## src/rtl/cache_miss_control.sv

```systemverilog
// ----------------------------------------------------------------------------
// cache_miss_control
// Control stage for a 4-way, 8-set, 32-byte-line cache. It sits directly after
// the pipelined metadata/data stage and reads that stage's hit, valid, dirty
// and PLRU outputs. It drives the array load strobes, the data mux selects and
// the pmem address select. It sequences the work for each request: a hit is
// served in the same cycle; a miss writes back a dirty victim, fills the line
// and installs it. It also keeps saturating hit/miss/writeback counters.
//
// Ports
//   i_clk, i_rst           clock, synchronous active-high reset
//   i_mem_read/write       CPU request, held with its address until o_mem_resp
//   o_mem_resp             one-cycle completion pulse
//   i_way_hit/valid/dirty  per-way metadata at the current index
//   i_lru_in               PLRU tree bits at the current index
//   o_v/d/tag_load         per-way array load strobes
//   o_v_datain/d_datain    value written into the valid / dirty arrays
//   o_lru_load/datain      PLRU array write strobe and new bits
//   o_mbr_load             memory buffer register load
//   o_write_en_sel         per-way data write-enable select
//   o_datain_sel           per-way data-in select
//   o_dataout_sel          way selected on the data/tag dataout muxes
//   o_pmem_address_sel     selects the line address for a read or a write-back
//   o_pmem_read/write      line transfer request, held until i_pmem_resp
//   i_pmem_resp            one-cycle transfer-done pulse
//   o_hit/miss/wb_cnt      saturating performance counters
// ----------------------------------------------------------------------------
package cache_miss_control_pkg;
  typedef enum logic [1:0] {
    no_write        = 2'b00,
    cpu_write_cache = 2'b01,
    mem_write_cache = 2'b10
  } dataarraymux_sel_t;

  typedef enum logic {
    cache_read_mem  = 1'b0,
    cache_write_mem = 1'b1
  } pmemaddressmux_sel_t;
endpackage

module cache_miss_control
  import cache_miss_control_pkg::*;
#(
  parameter int num_ways = 4,
  parameter int s_cnt    = 16
) (
  input  logic                          i_clk,
  input  logic                          i_rst,
  input  logic                          i_mem_read,
  input  logic                          i_mem_write,
  output logic                          o_mem_resp,
  input  logic [num_ways-1:0]           i_way_hit,
  input  logic [num_ways-1:0]           i_valid,
  input  logic [num_ways-1:0]           i_dirty,
  input  logic [2:0]                    i_lru_in,
  output logic [num_ways-1:0]           o_v_load,
  output logic [num_ways-1:0]           o_d_load,
  output logic [num_ways-1:0]           o_tag_load,
  output logic                          o_v_datain,
  output logic                          o_d_datain,
  output logic                          o_lru_load,
  output logic [2:0]                    o_lru_datain,
  output logic                          o_mbr_load,
  output dataarraymux_sel_t [3:0]       o_write_en_sel,
  output dataarraymux_sel_t [3:0]       o_datain_sel,
  output logic [1:0]                    o_dataout_sel,
  output pmemaddressmux_sel_t           o_pmem_address_sel,
  output logic                          o_pmem_read,
  output logic                          o_pmem_write,
  input  logic                          i_pmem_resp,
  output logic [s_cnt-1:0]              o_hit_cnt,
  output logic [s_cnt-1:0]              o_miss_cnt,
  output logic [s_cnt-1:0]              o_wb_cnt
);

  typedef enum logic [1:0] {
    S_CHECK   = 2'd0,
    S_WB      = 2'd1,
    S_FILL    = 2'd2,
    S_INSTALL = 2'd3
  } state_t;

  state_t           r_state;
  logic [1:0]       r_victim;
  logic [s_cnt-1:0] r_hit_cnt;
  logic [s_cnt-1:0] r_miss_cnt;
  logic [s_cnt-1:0] r_wb_cnt;

  logic       w_req;
  logic       w_hit;
  logic [1:0] w_hit_way;
  logic [1:0] w_victim;
  logic [2:0] w_lru_next;

  // Index of the lowest set bit; a caller only uses it when some bit is set.
  function automatic logic [1:0] lowest_set(input logic [3:0] v);
    if (v[0]) begin
      return 2'd0;
    end else if (v[1]) begin
      return 2'd1;
    end else if (v[2]) begin
      return 2'd2;
    end else begin
      return 2'd3;
    end
  endfunction

  function automatic logic [3:0] way_onehot(input logic [1:0] w);
    return 4'b0001 << w;
  endfunction

  // Counts up but stops at all-ones instead of wrapping.
  function automatic logic [s_cnt-1:0] sat_inc(input logic [s_cnt-1:0] v);
    if (v == {s_cnt{1'b1}}) begin
      return v;
    end else begin
      return v + {{(s_cnt-1){1'b0}}, 1'b1};
    end
  endfunction

  assign w_req     = i_mem_read | i_mem_write;
  assign w_hit     = |i_way_hit;
  assign w_hit_way = lowest_set(i_way_hit);

  // Victim choice: an empty way is used first; if all ways are full, the PLRU tree picks.
  always_comb begin
    w_victim = 2'd0;
    if (!(&i_valid)) begin
      w_victim = lowest_set(~i_valid);
    end else if (i_lru_in[2] == 1'b0) begin
      w_victim = i_lru_in[0] ? 2'd2 : 2'd3;
    end else begin
      w_victim = i_lru_in[1] ? 2'd0 : 2'd1;
    end
  end

  // PLRU update for the hit way. The bits on the other subtree are left unchanged.
  always_comb begin
    w_lru_next = i_lru_in;
    case (w_hit_way)
      2'd0: begin w_lru_next[2] = 1'b0; w_lru_next[1] = 1'b0; end
      2'd1: begin w_lru_next[2] = 1'b0; w_lru_next[1] = 1'b1; end
      2'd2: begin w_lru_next[2] = 1'b1; w_lru_next[0] = 1'b0; end
      2'd3: begin w_lru_next[2] = 1'b1; w_lru_next[0] = 1'b1; end
      default: w_lru_next = i_lru_in;
    endcase
  end

  // Sequencer state, victim latch and performance counters.
  always_ff @(posedge i_clk) begin
    if (i_rst) begin
      r_state    <= S_CHECK;
      r_victim   <= 2'd0;
      r_hit_cnt  <= {s_cnt{1'b0}};
      r_miss_cnt <= {s_cnt{1'b0}};
      r_wb_cnt   <= {s_cnt{1'b0}};
    end else begin
      case (r_state)
        S_CHECK: begin
          if (w_req && w_hit) begin
            r_hit_cnt <= sat_inc(r_hit_cnt);
          end else if (w_req) begin
            r_victim   <= w_victim;
            r_miss_cnt <= sat_inc(r_miss_cnt);
            r_state    <= (i_valid[w_victim] && i_dirty[w_victim]) ? S_WB : S_FILL;
          end else begin
            r_state <= S_CHECK;
          end
        end
        S_WB: begin
          if (i_pmem_resp) begin
            r_wb_cnt <= sat_inc(r_wb_cnt);
            r_state  <= S_FILL;
          end else begin
            r_state <= S_WB;
          end
        end
        S_FILL: begin
          r_state <= i_pmem_resp ? S_INSTALL : S_FILL;
        end
        S_INSTALL: begin
          r_state <= S_CHECK;
        end
        default: begin
          r_state <= S_CHECK;
        end
      endcase
    end
  end

  assign o_hit_cnt  = r_hit_cnt;
  assign o_miss_cnt = r_miss_cnt;
  assign o_wb_cnt   = r_wb_cnt;

  // Array and pmem controls. These are combinational because a hit must respond
  // in the same cycle. They are forced idle while reset is high.
  always_comb begin
    o_mem_resp         = 1'b0;
    o_v_load           = 4'b0000;
    o_d_load           = 4'b0000;
    o_tag_load         = 4'b0000;
    o_v_datain         = 1'b0;
    o_d_datain         = 1'b0;
    o_lru_load         = 1'b0;
    o_lru_datain       = 3'b000;
    o_mbr_load         = 1'b0;
    o_dataout_sel      = 2'd0;
    o_pmem_address_sel = cache_read_mem;
    o_pmem_read        = 1'b0;
    o_pmem_write       = 1'b0;
    for (int i = 0; i < 4; i++) begin
      o_write_en_sel[i] = no_write;
      o_datain_sel[i]   = no_write;
    end
    if (i_rst) begin
      o_mem_resp = 1'b0;
    end else begin
      case (r_state)
        S_CHECK: begin
          if (w_req && w_hit) begin
            o_mem_resp    = 1'b1;
            o_lru_load    = 1'b1;
            o_lru_datain  = w_lru_next;
            o_dataout_sel = w_hit_way;
            // A write takes priority when read and write are both asserted.
            if (i_mem_write) begin
              o_write_en_sel[w_hit_way] = cpu_write_cache;
              o_datain_sel[w_hit_way]   = cpu_write_cache;
              o_d_load                  = way_onehot(w_hit_way);
              o_d_datain                = 1'b1;
            end else begin
              o_d_datain = 1'b0;
            end
          end else begin
            o_mem_resp = 1'b0;
          end
        end
        S_WB: begin
          o_pmem_write       = 1'b1;
          o_pmem_address_sel = cache_write_mem;
          o_dataout_sel      = r_victim;
        end
        S_FILL: begin
          o_pmem_read        = 1'b1;
          o_pmem_address_sel = cache_read_mem;
          o_mbr_load         = i_pmem_resp;
        end
        S_INSTALL: begin
          o_write_en_sel[r_victim] = mem_write_cache;
          o_datain_sel[r_victim]   = mem_write_cache;
          o_tag_load               = way_onehot(r_victim);
          o_v_load                 = way_onehot(r_victim);
          o_d_load                 = way_onehot(r_victim);
          o_v_datain               = 1'b1;
          o_d_datain               = 1'b0;
        end
        default: begin
          o_mem_resp = 1'b0;
        end
      endcase
    end
  end

endmodule

```

## config.mk

```make
export PLATFORM = sky130hd
export DESIGN_NAME = cache_miss_control
export DESIGN_NICKNAME = d
export VERILOG_FILES = /design/src/rtl/cache_miss_control.sv
export SDC_FILE = /design/constraint.sdc
export NUM_CORES = 1
export LEC_CHECK = 0
export BUFFER_PORTS_ARGS = -buffer_cell sky130_fd_sc_hd__buf_4
export CORE_MARGIN = 3
export CORE_UTILIZATION = 46
export CTS_CLUSTER_SIZE = 20
export DETAILED_ROUTE_END_ITERATION = 10
export GPL_ROUTABILITY_DRIVEN = 0
export PLACE_DENSITY = 0.77
export SETUP_SLACK_MARGIN = 0.3
export SKIP_LAST_GASP = 1
export SYNTH_ARGS = -nofsm -noshare
export SYNTH_HDL_FRONTEND = slang
export SYNTH_SLANG_ARGS = --single-unit
```

## constraint.sdc

```tcl
create_clock -name i_clk -period 2 [get_ports i_clk]
set_input_delay 0.1 -clock i_clk [delete_from_list [all_inputs] [get_ports i_clk]]
set_output_delay 0.1 -clock i_clk [all_outputs]
set_load 0.05 [all_outputs]
```

==> PnR_summary.wiki <==
{| class="wikitable"
! Metric !! Value
|-
| Number of global-route vias before repair || 3626
|-
| Netlist area before placement || 3280 sq um
|-
| Unrepaired setup endpoints after global routing || yes
|-
| Total number of yosys warnings || 0
|-
| Violations in the final reports || setup timing
|-
| Setup Skew || 7.55 ps
|-
| Share of synthesized area spent on multiplexers || 5.03%
|-
| Count of state elements after synthesis || 52
|-
| Hold crit path type || primary input to register
|-
| Clock period minus final worst setup slack || between 2000 and 2500 ps
|-
| EDFF count, synth || 0
|-
| Worst setup slack after placement || -62.1 ps
|-
| Floorplan core area || 6870 sq um
|-
| Total wire length || 15100 microns
|-
| Antenna diodes || 0
|-
| Post-route non-filler standard cell count || around 670
|-
| Minimum hold slack || approximately 120 ps
|-
| Number of maximum-capacitance violations || 0
|-
| Number of input and output port buffers inserted || between 100 and 150
|-
| Area share of and/or/nand/nor cells after synthesis || 30.8%
|-
| Total stage count of the critical path || 7
|-
| Vias/cell || 6.65
|-
| Post-synthesis sequential area ratio || 31.7%
|-
| Kind of cell adding the most delay to the critical path || simple AND/OR/NAND/NOR gates
|-
| Post-route cell area || around 5900 sq um
|-
| Instance count after placement with tap cells included || 611
|-
| Main combinational cell family by area after synthesis || simple AND/OR/NAND/NOR gates
|-
| Number of clock sinks || 52
|-
| Number of distinct standard cells referenced by the synthesized netlist || 51
|-
| Final Max Slew Viols || 0
|-
| Xor-xnor portion of the synthesized cell area || 0%
|-
| Launch point of the worst path || r_state[0]$_SDFFE_PP0P_
|-
| Critical path capture point type || output pin
|-
| Start of the worst register-to-register path || r_state[0]$_SDFFE_PP0P_
|-
| TritonCTS clock tree || yes
|-
| F_max || 442 MHz
|-
| Worst setup slack for register-to-register paths || -260 ps
|-
| Clock root buffer || clkbuf_8
|-
| Starting Density || 47.8%
|-
| Synth area leader || dfxtp_1
|-
| Hold Fails Final Rpt || 0
|-
| H-tree depth || 2
|-
| Post-Synthesis Net Count || 443
|-
| Gate count after technology mapping || just over 400
|-
| Vias || 4449
|-
| Final Cycle Share || 113%
|-
| Worst Setup Start Kind || register
|-
| Destination of the worst register-to-register timing path || o_miss_cnt[13]$_SDFFE_PP0P_
|-
| Required arrival time at the worst endpoint || about 1900 ps
|-
| Half-perimeter wire length after placement || 7070 microns
|-
| Peak supply drop || 0.460 mV
|-
| Total Routing Usage GR || 24.4%
|-
| Power per cell area || roughly 440 nW/um^2
|-
| Remaining global-route overflow || 0
|-
| Critical-path cell list || inv_2 > ha_4 > o41ai_4 > or4b_4 > or3_4 > a21oi_4 > buf_8
|-
| Area of placed instances || 4690 sq um
|-
| Number of violations reported at the end of detailed-routing iteration 0 || 400
|-
| Die area || 8180 sq um
|-
| CTS Hold Buffers Added || 0
|-
| Die Height || 90.5 microns
|-
| Capturing instance or port of the critical path || o_d_load[3]
|-
| Final setup violation count || 44
|-
| Post-Synthesis Mean Instance Area || about 7.9 sq um
|-
| Largest stage delay, worst path || 490 ps
|-
| Top cells by area in the synthesized netlist || dfxtp_1, a21oi_1, o31ai_1
|-
| Antenna violations before repair || 0
|-
| Clock-pin slew reported for the worst setup and hold paths after clock tree synthesis || 110 ps
|-
| Worst-case reg-to-reg path depth || 9
|-
| Global-route wire length before repair || 16900 microns
|-
| Worst-skew pair later-pin latency || between 300 and 400 ps
|-
| Worst setup path category || register to output pin
|-
| Share of flip-flops with an asynchronous set or reset || 0%
|-
| Leak pwr || 2.23 nW
|-
| Area fraction in compound gates after synthesis || 20.7%
|-
| CTS max path bufs || 2
|-
| First-pass DRT Iterations || 5
|-
| Share of synthesized cell area in full adder, half adder and majority cells || 3.05%
|-
| Slew at the pin with the worst max-slew slack || between 500 and 600 ps
|-
| Critical path data arrival time || 2160 ps
|-
| Worst slew margin || 61.2%
|-
| Number of buffers created by CTS || 5
|-
| Commonest register cell after synthesis || dfxtp_1
|-
| Largest net degree at the start of global routing || 39
|-
| Floorplan row count || 30
|-
| Share of layout cells above drive strength 1 || 64.9%
|-
| Number of nets in the layout || 600
|-
| Number of buffers and inverters on the critical path || 2
|-
| Top-level I/O count || 109
|-
| Post-route DRC violation count || 0
|-
| Worst Hold Path Cells || 3
|-
| Layout area overhead || 79.2%
|-
| Drt wl/cell || 22.5 microns
|-
| Share of the synthesized area in the top cell type || 31.7%
|-
| Maximum fanout count along the critical path || 2
|-
| Status || finished with violations
|-
| Slowest CP cell || or4b_4
|-
| Final WS setup || -263 ps
|-
| Number of routed nets with antenna violations || 0
|-
| Horizontal extent of the die || just over 90 microns
|}
==> placed cells by master (no fill, tap or decap), drive strengths merged, types with 12 or more instances in the layout <==
master	instances
buf	186
dfxtp	52
a21oi	40
nor2	28
nand2	27
or4	24
o31ai	23
nand3	18
inv	16
nor2b	15
nand4	12
mux2	12
o21ai	12
==> worst min path at each step <==
stage	start	endpoint	slack, ps
5_1_grt	i_valid[0]	r_victim[0]$_SDFFE_PP0P_	130
6_report	i_valid[0]	r_victim[0]$_SDFFE_PP0P_	120
3_3_place_gp	i_lru_in[2]	r_state[1]$_SDFFE_PP0P_	400
2_1_floorplan	i_way_hit[2]	o_datain_sel[6]	260
4_1_cts	i_lru_in[2]	r_state[1]$_SDFFE_PP0P_	80
3_5_place_dp	i_lru_in[2]	r_state[1]$_SDFFE_PP0P_	400
==> metrics by stage <==
step	util [%]	power, mW	TNS, ps
floorplan	-	1.45	-1110
global placement	68.3	1.63	-12.4
detailed placement	68.3	1.64	-225
CTS	75.8	2.36	-1310
global route	85.6	2.66	-8450
finish	85.6	2.59	-6350
==> cells in the mapped netlist, drive strengths merged (12+ instances only) <==
library cell   n
dfxtp         52
a21oi         40
nor2          28
nand2         27
or4           24
o31ai         23
buf           22
inv           18
nand3         18
clkbuf        15
nor2b         15
mux2          12
nand4         12
o21ai         12
==> tightest hold or removal path, delay by kind of cell <==
kind / cells / cell delay (ps)
buf+inv: 1 / 130
compound gates: 2 / 170
==> metal layers <==
layer,GRT usage (%),routed length [microns]
met5,0,0
met4,10.6,909
met3,5.00,1210
met2,42.2,7640
met1,29.1,5330
==> registers in the layout (all words and copies together), names as in the netlist <==
register / flops
o_miss_cnt: 16
r_victim: 2
o_hit_cnt: 16
o_wb_cnt: 16
r_state: 2
==> logic make-up (layout without fill, tap and decap cells) <==
logic type / count (synthesis) / after routing
flops: 52 / 52
mux: 15 / 15
simple gates: 179 / 180
buf+inv: 56 / 213
compound gates: 105 / 105
fa+ha+maj: 8 / 8
==> where the power goes <==
part,switching (mW),internal (mW)
sequential,0.0228,1.03
clock,0.412,0.250
combinational,0.494,0.388
==> final cells by class <==
class / count / area [sq um]
fill: 338 / 990
inverter: 19 / 87.6
tap: 96 / 120
multi-input combinational: 308 / 2720
clock buffer: 5 / 68.8
clock inverter: 3 / 21.3
timing repair buffer: 186 / 1700
sequential: 52 / 1160
==> what timing repair did <==
action	4_1_cts	5_1_grt
endpoints found under the hold margin	0	0
setup endpoints to repair	59	88
buffers inserted	18	30
pin swaps	29	50
cloned	2	0
gates resized for setup	68	110
No activity file was read; power rests on OpenSTA's default activity.
